`config.mk`:
```
export PLATFORM = sky130hd
export DESIGN_NAME = sd_cmd_flat
export DESIGN_NICKNAME = d
export VERILOG_FILES = /design/src/rtl/sd_cmd_pkg.sv /design/src/rtl/sd_cmd_if.sv /design/src/rtl/sd_crc7.sv /design/src/rtl/sd_cmd.sv /design/src/flat_wrapper.sv
export SDC_FILE = /design/constraint.sdc
export NUM_CORES = 1
export LEC_CHECK = 0
export ABC_AREA = 1
export CAP_MARGIN = 40
export CORE_MARGIN = 3
export CORE_UTILIZATION = 25
export DETAILED_ROUTE_END_ITERATION = 10
export DONT_BUFFER_PORTS = 1
export PLACE_DENSITY_LB_ADDON = 0.2
export SYNTH_ARGS = -nofsm -noshare
export SYNTH_HDL_FRONTEND = slang
export SYNTH_SLANG_ARGS = --single-unit
export TNS_END_PERCENT = 30
```
`constraint.sdc`:
```
create_clock -name iclk -period 1.6 [get_ports iclk]
set_clock_uncertainty 0.05 [all_clocks]
set_input_delay 0.32 -clock iclk [delete_from_list [all_inputs] [get_ports iclk]]
set_output_delay 0.32 -clock iclk [all_outputs]
set_load 0.1 [all_outputs]
```
`src/rtl/sd_cmd_pkg.sv`:
```
// rtl/sd_cmd_pkg.sv - shared SD CMD-line definitions (package sd_defs)
package sd_defs;

   localparam int FRAME_48  = 48;
   localparam int FRAME_136 = 136;

   localparam logic [6:0] CRC7_POLY = 7'h09;

   localparam logic [1:0] RESP_NONE = 2'd0;
   localparam logic [1:0] RESP_48   = 2'd1;
   localparam logic [1:0] RESP_136  = 2'd2;

   typedef enum logic [2:0] {
      ST_IDLE,
      ST_TX,
      ST_WAIT,
      ST_RX,
      ST_TRAIL,
      ST_DONE
   } sd_state_t;

endpackage

```
`src/rtl/sd_cmd_if.sv`:
```
// rtl/sd_cmd_if.sv - command request/result bundle between SD control FSM and sd_cmd
interface sd_cmd_if;

   logic         istart;
   logic [5:0]   icmd_index;
   logic [31:0]  icmd_arg;
   logic [1:0]   iresp_type;
   logic         obusy;
   logic         odone;
   logic         oerr_timeout;
   logic         oerr_crc;
   logic [5:0]   oresp_index;
   logic [119:0] oresp;

   modport master (
      output istart, icmd_index, icmd_arg, iresp_type,
      input  obusy, odone, oerr_timeout, oerr_crc, oresp_index, oresp
   );

   modport slave (
      input  istart, icmd_index, icmd_arg, iresp_type,
      output obusy, odone, oerr_timeout, oerr_crc, oresp_index, oresp
   );

endinterface

```
`src/rtl/sd_crc7.sv`:
```
// rtl/sd_crc7.sv - serial CRC7 (x^7+x^3+1), MSB-first, shared by CMD and DAT paths
module sd_crc7
   import sd_defs::*;
(
   input  logic       clk,
   input  logic       rst_n,
   input  logic       clear,
   input  logic       enable,
   input  logic       din,
   output logic [6:0] crc
);

   logic fb;

   assign fb = din ^ crc[6];

   always_ff @(posedge clk or negedge rst_n) begin
      if (!rst_n) begin
         crc <= '0;
      end else if (clear) begin
         crc <= '0;
      end else if (enable) begin
         crc <= {crc[5:0], 1'b0} ^ (fb ? CRC7_POLY : 7'd0);
      end
   end

endmodule

```
`src/rtl/sd_cmd.sv`:
```
// rtl/sd_cmd.sv - SD CMD-line controller: command serialiser, response deserialiser, CRC7 check
module sd_cmd
   import sd_defs::*;
#(
   parameter int TIMEOUT = 64,
   parameter int NCC     = 8
) (
   input  logic      iclk,
   input  logic      irst_n,
   input  logic      ifall,
   input  logic      irise,
   input  logic      icmd_sd,
   output logic      ocmd_sd,
   output logic      ocmd_oe,
   sd_cmd_if.slave   bus
);

   localparam logic [7:0] LAST_48  = 8'(FRAME_48 - 1);
   localparam logic [7:0] LAST_136 = 8'(FRAME_136 - 1);
   localparam logic [7:0] TMO_LAST = 8'(TIMEOUT - 1);
   localparam logic [7:0] NCC_LAST = 8'(NCC - 1);

   sd_state_t    state, state_n;
   logic [39:0]  tx_sr;
   logic [134:0] rx_sr;
   logic [135:0] rx_next;
   logic [7:0]   cnt;
   logic         has_resp;
   logic         is_r2;
   logic         released;
   logic         err_timeout;
   logic         err_crc;
   logic [119:0] resp;
   logic [5:0]   resp_index;

   logic         accept;
   logic         rx_last;
   logic         crc_ok;
   logic         crc_clr;
   logic         crc_en;
   logic         crc_din;
   logic [6:0]   crc;
   logic         unused_bits;

   sd_crc7 u_crc (
      .clk    (iclk),
      .rst_n  (irst_n),
      .clear  (crc_clr),
      .enable (crc_en),
      .din    (crc_din),
      .crc    (crc)
   );

   assign accept      = bus.istart && (state == ST_IDLE || state == ST_DONE);
   assign rx_next     = {rx_sr, icmd_sd};
   assign rx_last     = is_r2 ? (cnt == LAST_136) : (cnt == LAST_48);
   assign crc_ok      = (crc == rx_next[7:1]) && icmd_sd;
   assign unused_bits = ^rx_next[135:134];

   always_ff @(posedge iclk or negedge irst_n) begin
      if (!irst_n) begin
         state <= ST_IDLE;
      end else begin
         state <= state_n;
      end
   end

   always_comb begin
      state_n = state;
      crc_clr = 1'b0;
      crc_en  = 1'b0;
      crc_din = icmd_sd;
      case (state)
         ST_IDLE: begin
            if (accept) begin
               state_n = ST_TX;
               crc_clr = 1'b1;
            end
         end
         ST_TX: begin
            if (ifall) begin
               if (cnt >= 8'd8) begin
                  crc_en  = 1'b1;
                  crc_din = tx_sr[39];
               end
               if (cnt == 8'd0) state_n = ST_WAIT;
            end
         end
         ST_WAIT: begin
            if (ifall && !released && !has_resp) begin
               state_n = ST_TRAIL;
            end else if (irise && released) begin
               if (!icmd_sd) begin
                  state_n = ST_RX;
                  crc_clr = 1'b1;
               end else if (cnt == TMO_LAST) begin
                  state_n = ST_TRAIL;
               end
            end
         end
         ST_RX: begin
            if (irise) begin
               // R2 CRC skips the 8-bit header; R1-style covers everything before the CRC
               crc_en = is_r2 ? (cnt >= 8'd8 && cnt <= 8'd127) : (cnt <= 8'd39);
               if (rx_last) state_n = ST_TRAIL;
            end
         end
         ST_TRAIL: begin
            if (ifall && cnt == NCC_LAST) state_n = ST_DONE;
         end
         ST_DONE: begin
            state_n = accept ? ST_TX : ST_IDLE;
            crc_clr = accept;
         end
         default: state_n = ST_IDLE;
      endcase
   end

   always_ff @(posedge iclk or negedge irst_n) begin
      if (!irst_n) begin
         tx_sr       <= '0;
         rx_sr       <= '0;
         cnt         <= '0;
         has_resp    <= 1'b0;
         is_r2       <= 1'b0;
         released    <= 1'b0;
         err_timeout <= 1'b0;
         err_crc     <= 1'b0;
         resp        <= '0;
         resp_index  <= '0;
         ocmd_sd     <= 1'b1;
         ocmd_oe     <= 1'b0;
      end else begin
         case (state)
            ST_IDLE, ST_DONE: begin
               if (accept) begin
                  tx_sr       <= {2'b01, bus.icmd_index, bus.icmd_arg};
                  has_resp    <= (bus.iresp_type != RESP_NONE);
                  is_r2       <= (bus.iresp_type == RESP_136);
                  cnt         <= LAST_48;
                  released    <= 1'b0;
                  err_timeout <= 1'b0;
                  err_crc     <= 1'b0;
               end
            end
            ST_TX: begin
               if (ifall) begin
                  ocmd_oe <= 1'b1;
                  if (cnt >= 8'd8) begin
                     ocmd_sd <= tx_sr[39];
                     tx_sr   <= {tx_sr[38:0], 1'b0};
                  end else if (cnt != 8'd0) begin
                     ocmd_sd <= crc[cnt[2:0] - 3'd1];
                  end else begin
                     ocmd_sd <= 1'b1;
                  end
                  cnt <= (cnt == 8'd0) ? 8'd0 : cnt - 8'd1;
               end
            end
            ST_WAIT: begin
               if (ifall && !released) begin
                  ocmd_oe  <= 1'b0;
                  ocmd_sd  <= 1'b1;
                  released <= 1'b1;
               end
               if (irise && released) begin
                  if (!icmd_sd) begin
                     cnt   <= 8'd1;
                     rx_sr <= rx_next[134:0];
                  end else if (cnt == TMO_LAST) begin
                     err_timeout <= 1'b1;
                     cnt         <= 8'd0;
                  end else begin
                     cnt <= cnt + 8'd1;
                  end
               end
            end
            ST_RX: begin
               if (irise) begin
                  rx_sr <= rx_next[134:0];
                  if (rx_last) begin
                     cnt     <= 8'd0;
                     err_crc <= !crc_ok;
                     if (is_r2) begin
                        resp       <= rx_next[127:8];
                        resp_index <= rx_next[133:128];
                     end else begin
                        resp       <= {88'd0, rx_next[39:8]};
                        resp_index <= rx_next[45:40];
                     end
                  end else begin
                     cnt <= cnt + 8'd1;
                  end
               end
            end
            ST_TRAIL: begin
               if (ifall) cnt <= cnt + 8'd1;
            end
            default: ;
         endcase
      end
   end

   assign bus.obusy        = (state == ST_TX) || (state == ST_WAIT) ||
                             (state == ST_RX) || (state == ST_TRAIL);
   assign bus.odone        = (state == ST_DONE);
   assign bus.oerr_timeout = err_timeout;
   assign bus.oerr_crc     = err_crc;
   assign bus.oresp_index  = resp_index;
   assign bus.oresp        = resp;

endmodule

```
`src/flat_wrapper.sv`:
```
// flat-port wrapper written by rule: the top's interface ports become plain ports
module sd_cmd_flat import sd_defs::*;
#(
   parameter int TIMEOUT = 64,
   parameter int NCC     = 8
)
  (iclk, irst_n, ifall, irise, icmd_sd, ocmd_sd, ocmd_oe, bus_istart, bus_icmd_index, bus_icmd_arg, bus_iresp_type, bus_obusy, bus_odone, bus_oerr_timeout, bus_oerr_crc, bus_oresp_index, bus_oresp);
  sd_cmd_if bus_i ();
  input  logic iclk;
  input  logic irst_n;
  input  logic ifall;
  input  logic irise;
  input  logic icmd_sd;
  output logic ocmd_sd;
  output logic ocmd_oe;
  input wire logic [$bits(bus_i.istart)-1:0] bus_istart;
  input wire logic [$bits(bus_i.icmd_index)-1:0] bus_icmd_index;
  input wire logic [$bits(bus_i.icmd_arg)-1:0] bus_icmd_arg;
  input wire logic [$bits(bus_i.iresp_type)-1:0] bus_iresp_type;
  output wire logic [$bits(bus_i.obusy)-1:0] bus_obusy;
  output wire logic [$bits(bus_i.odone)-1:0] bus_odone;
  output wire logic [$bits(bus_i.oerr_timeout)-1:0] bus_oerr_timeout;
  output wire logic [$bits(bus_i.oerr_crc)-1:0] bus_oerr_crc;
  output wire logic [$bits(bus_i.oresp_index)-1:0] bus_oresp_index;
  output wire logic [$bits(bus_i.oresp)-1:0] bus_oresp;
  assign bus_i.istart = bus_istart;
  assign bus_i.icmd_index = bus_icmd_index;
  assign bus_i.icmd_arg = bus_icmd_arg;
  assign bus_i.iresp_type = bus_iresp_type;
  assign bus_obusy = bus_i.obusy;
  assign bus_odone = bus_i.odone;
  assign bus_oerr_timeout = bus_i.oerr_timeout;
  assign bus_oerr_crc = bus_i.oerr_crc;
  assign bus_oresp_index = bus_i.oresp_index;
  assign bus_oresp = bus_i.oresp;
  sd_cmd #(.TIMEOUT(TIMEOUT), .NCC(NCC)) u_core (.iclk(iclk), .irst_n(irst_n), .ifall(ifall), .irise(irise), .icmd_sd(icmd_sd), .ocmd_sd(ocmd_sd), .ocmd_oe(ocmd_oe), .bus(bus_i));
endmodule
```
==> qor.tcl <==
set qor(postSynthAreaPerCell_sq_um) 8.93
set qor(fill_cells) 5572
set qor(final_cycle_utilization_of_the_critical_path_pct) 124
set qor(drc) 0
set qor(combined_area_of_the_multi_input_logic_cells_sq_mm) 0.00567
set qor(fp-row-count) 86
set qor(timing.critical_path.arrival_ns) 1.61
set qor(htreeDepth) 2
set qor(worstRegToRegCells) 12
set qor(wl_per_cell_um) 15.5
set qor(failed_checks) {hold timing, setup timing}
set qor(initial_core_util_pct) 25.5
set qor(drive_above_1_share_pct) 34.9
set qor(cts.sinks) 324
set qor(drt_first_iter_violations) 619
set qor(hold_slack_ns) -0.580
set qor(grt_first_pass_wirelength_um) 64500
set qor(critical_path.slowest_cell) {dfrtp_2}
set qor(worst_setup_path_end_kind) {primary output}
set qor(startpoint_type) {register}
set qor(timing.critical_path.cells) {inv_2 > buf_6 > nand2_4 > nor2_4 > inv_4 > nand3_4 > buf_12}
set qor(grt.overflow.total) 0
set qor(cts_buffers) 41
set qor(vdd_drop_max_v) 0.00161
set qor(cellLeakagePower_nw) 10.0
set qor(synth_largest_type_area_fraction_pct) 57.0
set qor(worstReg2RegStart) {u_core.state[1]}
set qor(clk_pin_slew_ns) 0.06
set qor(cts-root-buf) {clkbuf_16}
set qor(hold_violation_count_in_the_final_report) 324
set qor(cts_tree) {built}
set qor(grt_antenna_before_repair) 0
set qor(maxCapViolCount) 0
set qor(worst-slew-pin-transition_ns) 0.599
set qor(stdcell_count) 2702
set qor(gp_routability_congestion) 0.792
set qor(die_w_um) 244
set qor(hold_wc_path_type) {in2async}
set qor(dp_cells) 2503
set qor(critPathMaxFanout) 2
set qor(setup_slack_ns) -0.377
set qor(syn_inst) 1587
set qor(regToRegSetupSlack_ns) -0.38
set qor(synth.distinct_cells) 35
set qor(final_max_tran_viols) 0
set qor(post_synthesis_instance_area_sq_mm) 0.0142
set qor(setup_tns_ns) -88.72
set qor(globalRouteTotalUtil_pct) 13.3
set qor(antennaDiodeCount) 0
set qor(num_vias) 11810
set qor(drt_pass1_iterations) 5
set qor(maxSlewHeadroom_pct) 60.1
set qor(layout-area-overhead-vs-synth_pct) 50.5
set qor(worstPathRequired_ns) 1.23
set qor(clock_path_buffers) 3
set qor(dp_hpwl_um) 23700
set qor(worstReg2RegEnd) {u_core.rx_sr[17]}
set qor(io_buffer_count) 0
set qor(synth.net_count) 1636
set qor(synth_top_cell_by_area) {dfrtp_1}
set qor(netlist_top_cells_area) {dfrtp_1, nand2_1, o21ai_0, inv_1, o31ai_2}
set qor(clk-insertion-delay-late_ns) 0.55
set qor(ant_nets) 0
set qor(fin_crit_ns) 1.98
set qor(register_area_sq_mm) 0.00811
set qor(max_freq_ghz) 0.506
set qor(power_density_mw_per_mm2) 2180
set qor(die_span_in_y_um) 244
set qor(grt_setup_unrepaired) {true}
set qor(path_class) {reg2out}
set qor(die_area_sq_mm) 0.0596
set qor(synth-warning-count) 0
set qor(first_global_vias) 11652
set qor(vias_per_cell) 4.37
set qor(outcome) {complete, but fails checks}
set qor(mostFrequentLayoutCell) {nand2_1}
set qor(critical_path.max_stage_delay_ns) 0.41
set qor(num-nets-final) 1970
set qor(report.final.setup_viol) 329
set qor(placeableCoreArea_sq_mm) 0.0556
set qor(detailedPlace.worstSlack_ns) -0.266
set qor(final_cell_mix) {nand2_1, dfrtp_1, buf_4}
set qor(grt_max_degree) 325
set qor(yosysSeqAreaShare_pct) 57.2
set qor(synth.ff_latch_count) 324
set qor(detail_route.wirelength_um) 41900
set qor(boundaryPins) 178
final cells by class:
class	instances	area share [%]
flip-flops and latches	324	38.0
multi-input cells	963	26.6
repair buffers	380	20.5
clock buffers	55	5.24
well taps	748	4.38
inverters	211	3.75
clock inverters	21	1.57
where the power goes:
part           leakage, nW  total, mW  internal, mW  switching (mW)
Sequential            4.28       12.2          10.8            1.38
Clock                0.717       9.96          6.23            3.73
Combinational         5.02       24.5          9.79            14.7
synth_stat cells, drive strengths merged:
| master | instances |
|---|---|
| nor2 | 81 |
| a22o | 1 |
| a21boi | 5 |
| o21ai | 241 |
| o22ai | 2 |
| nand3b | 4 |
| a21oi | 44 |
| nand4 | 11 |
| o31ai | 87 |
| o211ai | 2 |
| inv | 211 |
| buf | 55 |
| dfstp | 1 |
| xor2 | 6 |
| clkbuf | 34 |
| ha | 3 |
| nand3 | 47 |
| o21a | 1 |
| nand2 | 426 |
| dfrtp | 323 |
| nor3 | 2 |
cells by family after synthesis:
group | Yosys count | synth area share (%)
AOI/OAI and AO/OA | 383 | 16.8
xor gates and xnor gates | 6 | 0.371
adders and majority gates | 3 | 0.265
buffers and inverters | 300 | 9.04
DFF | 324 | 57.2
and+or+nand+nor | 571 | 16.3
registers in the layout (all words and copies together) (netlist names):
| name | count |
|---|---|
| u_core.state | 3 |
| u_core.bus.oerr_crc | 1 |
| u_core.bus.oresp | 120 |
| u_core.cnt | 8 |
| u_core.is_r2 | 1 |
| u_core.tx_sr | 40 |
| u_core.bus.oresp_index | 6 |
| u_core.u_crc.crc | 7 |
| u_core.ocmd_sd | 1 |
| u_core.ocmd_oe | 1 |
| u_core.bus.oerr_timeout | 1 |
| u_core.released | 1 |
| u_core.has_resp | 1 |
| u_core.rx_sr | 133 |
repair_timing:
item,in CTS,in global routing
cloned,30,13
hold endpoints to repair,365,325
setup buffers,33,10
endpoints found under the setup margin,378,401
hold buffers,37,1
resized for setup,296,156
pin swaps,12,16
worst max path at each step:
stage	endpoint	depth (start not counted)	slack, ns	from
after floorplan	u_core.rx_sr[80]	8	-0.04	u_core.state[2]
after global placement	u_core.cnt[7]	8	-0.25	u_core.state[0]
after detailed placement	u_core.cnt[5]	8	-0.27	u_core.state[0]
after CTS	bus_obusy	7	-0.39	u_core.state[0]
after global routing	u_core.tx_sr[35]	12	-0.46	u_core.state[1]
final	bus_obusy	7	-0.38	u_core.state[0]
per-layer routing:
metal  vias to the layer above  share of wire [%]  track usage (%)
met5                         -                  0                0
met2                       212                 48             22.0
met4                         0                2.3             4.19
li1                       5802                  -                -
met3                        62                5.0             2.86
met1                      5734                 45             17.4
stage by stage:
step	hold WS (ns)	total power, mW	util (%)	cell area [sq um]
floorplan	-0.0256	24.1	-	14200
global placement	-0.00618	29.1	30.2	16800
detailed placement	-0.00674	29.4	30.3	16900
CTS	-0.624	44.6	36.8	20500
global route	-0.622	49.6	38.4	21300
finish	-0.580	46.6	38.4	21300
worst max-delay path: cells and delay by family, from the launching register on:
family | cells | cell delay, ns
buffers and inverters | 4 | 0.42
and+or+nand+nor | 3 | 0.22
DFF | 1 | 0.41
No activity file was read; power rests on OpenSTA's default activity.
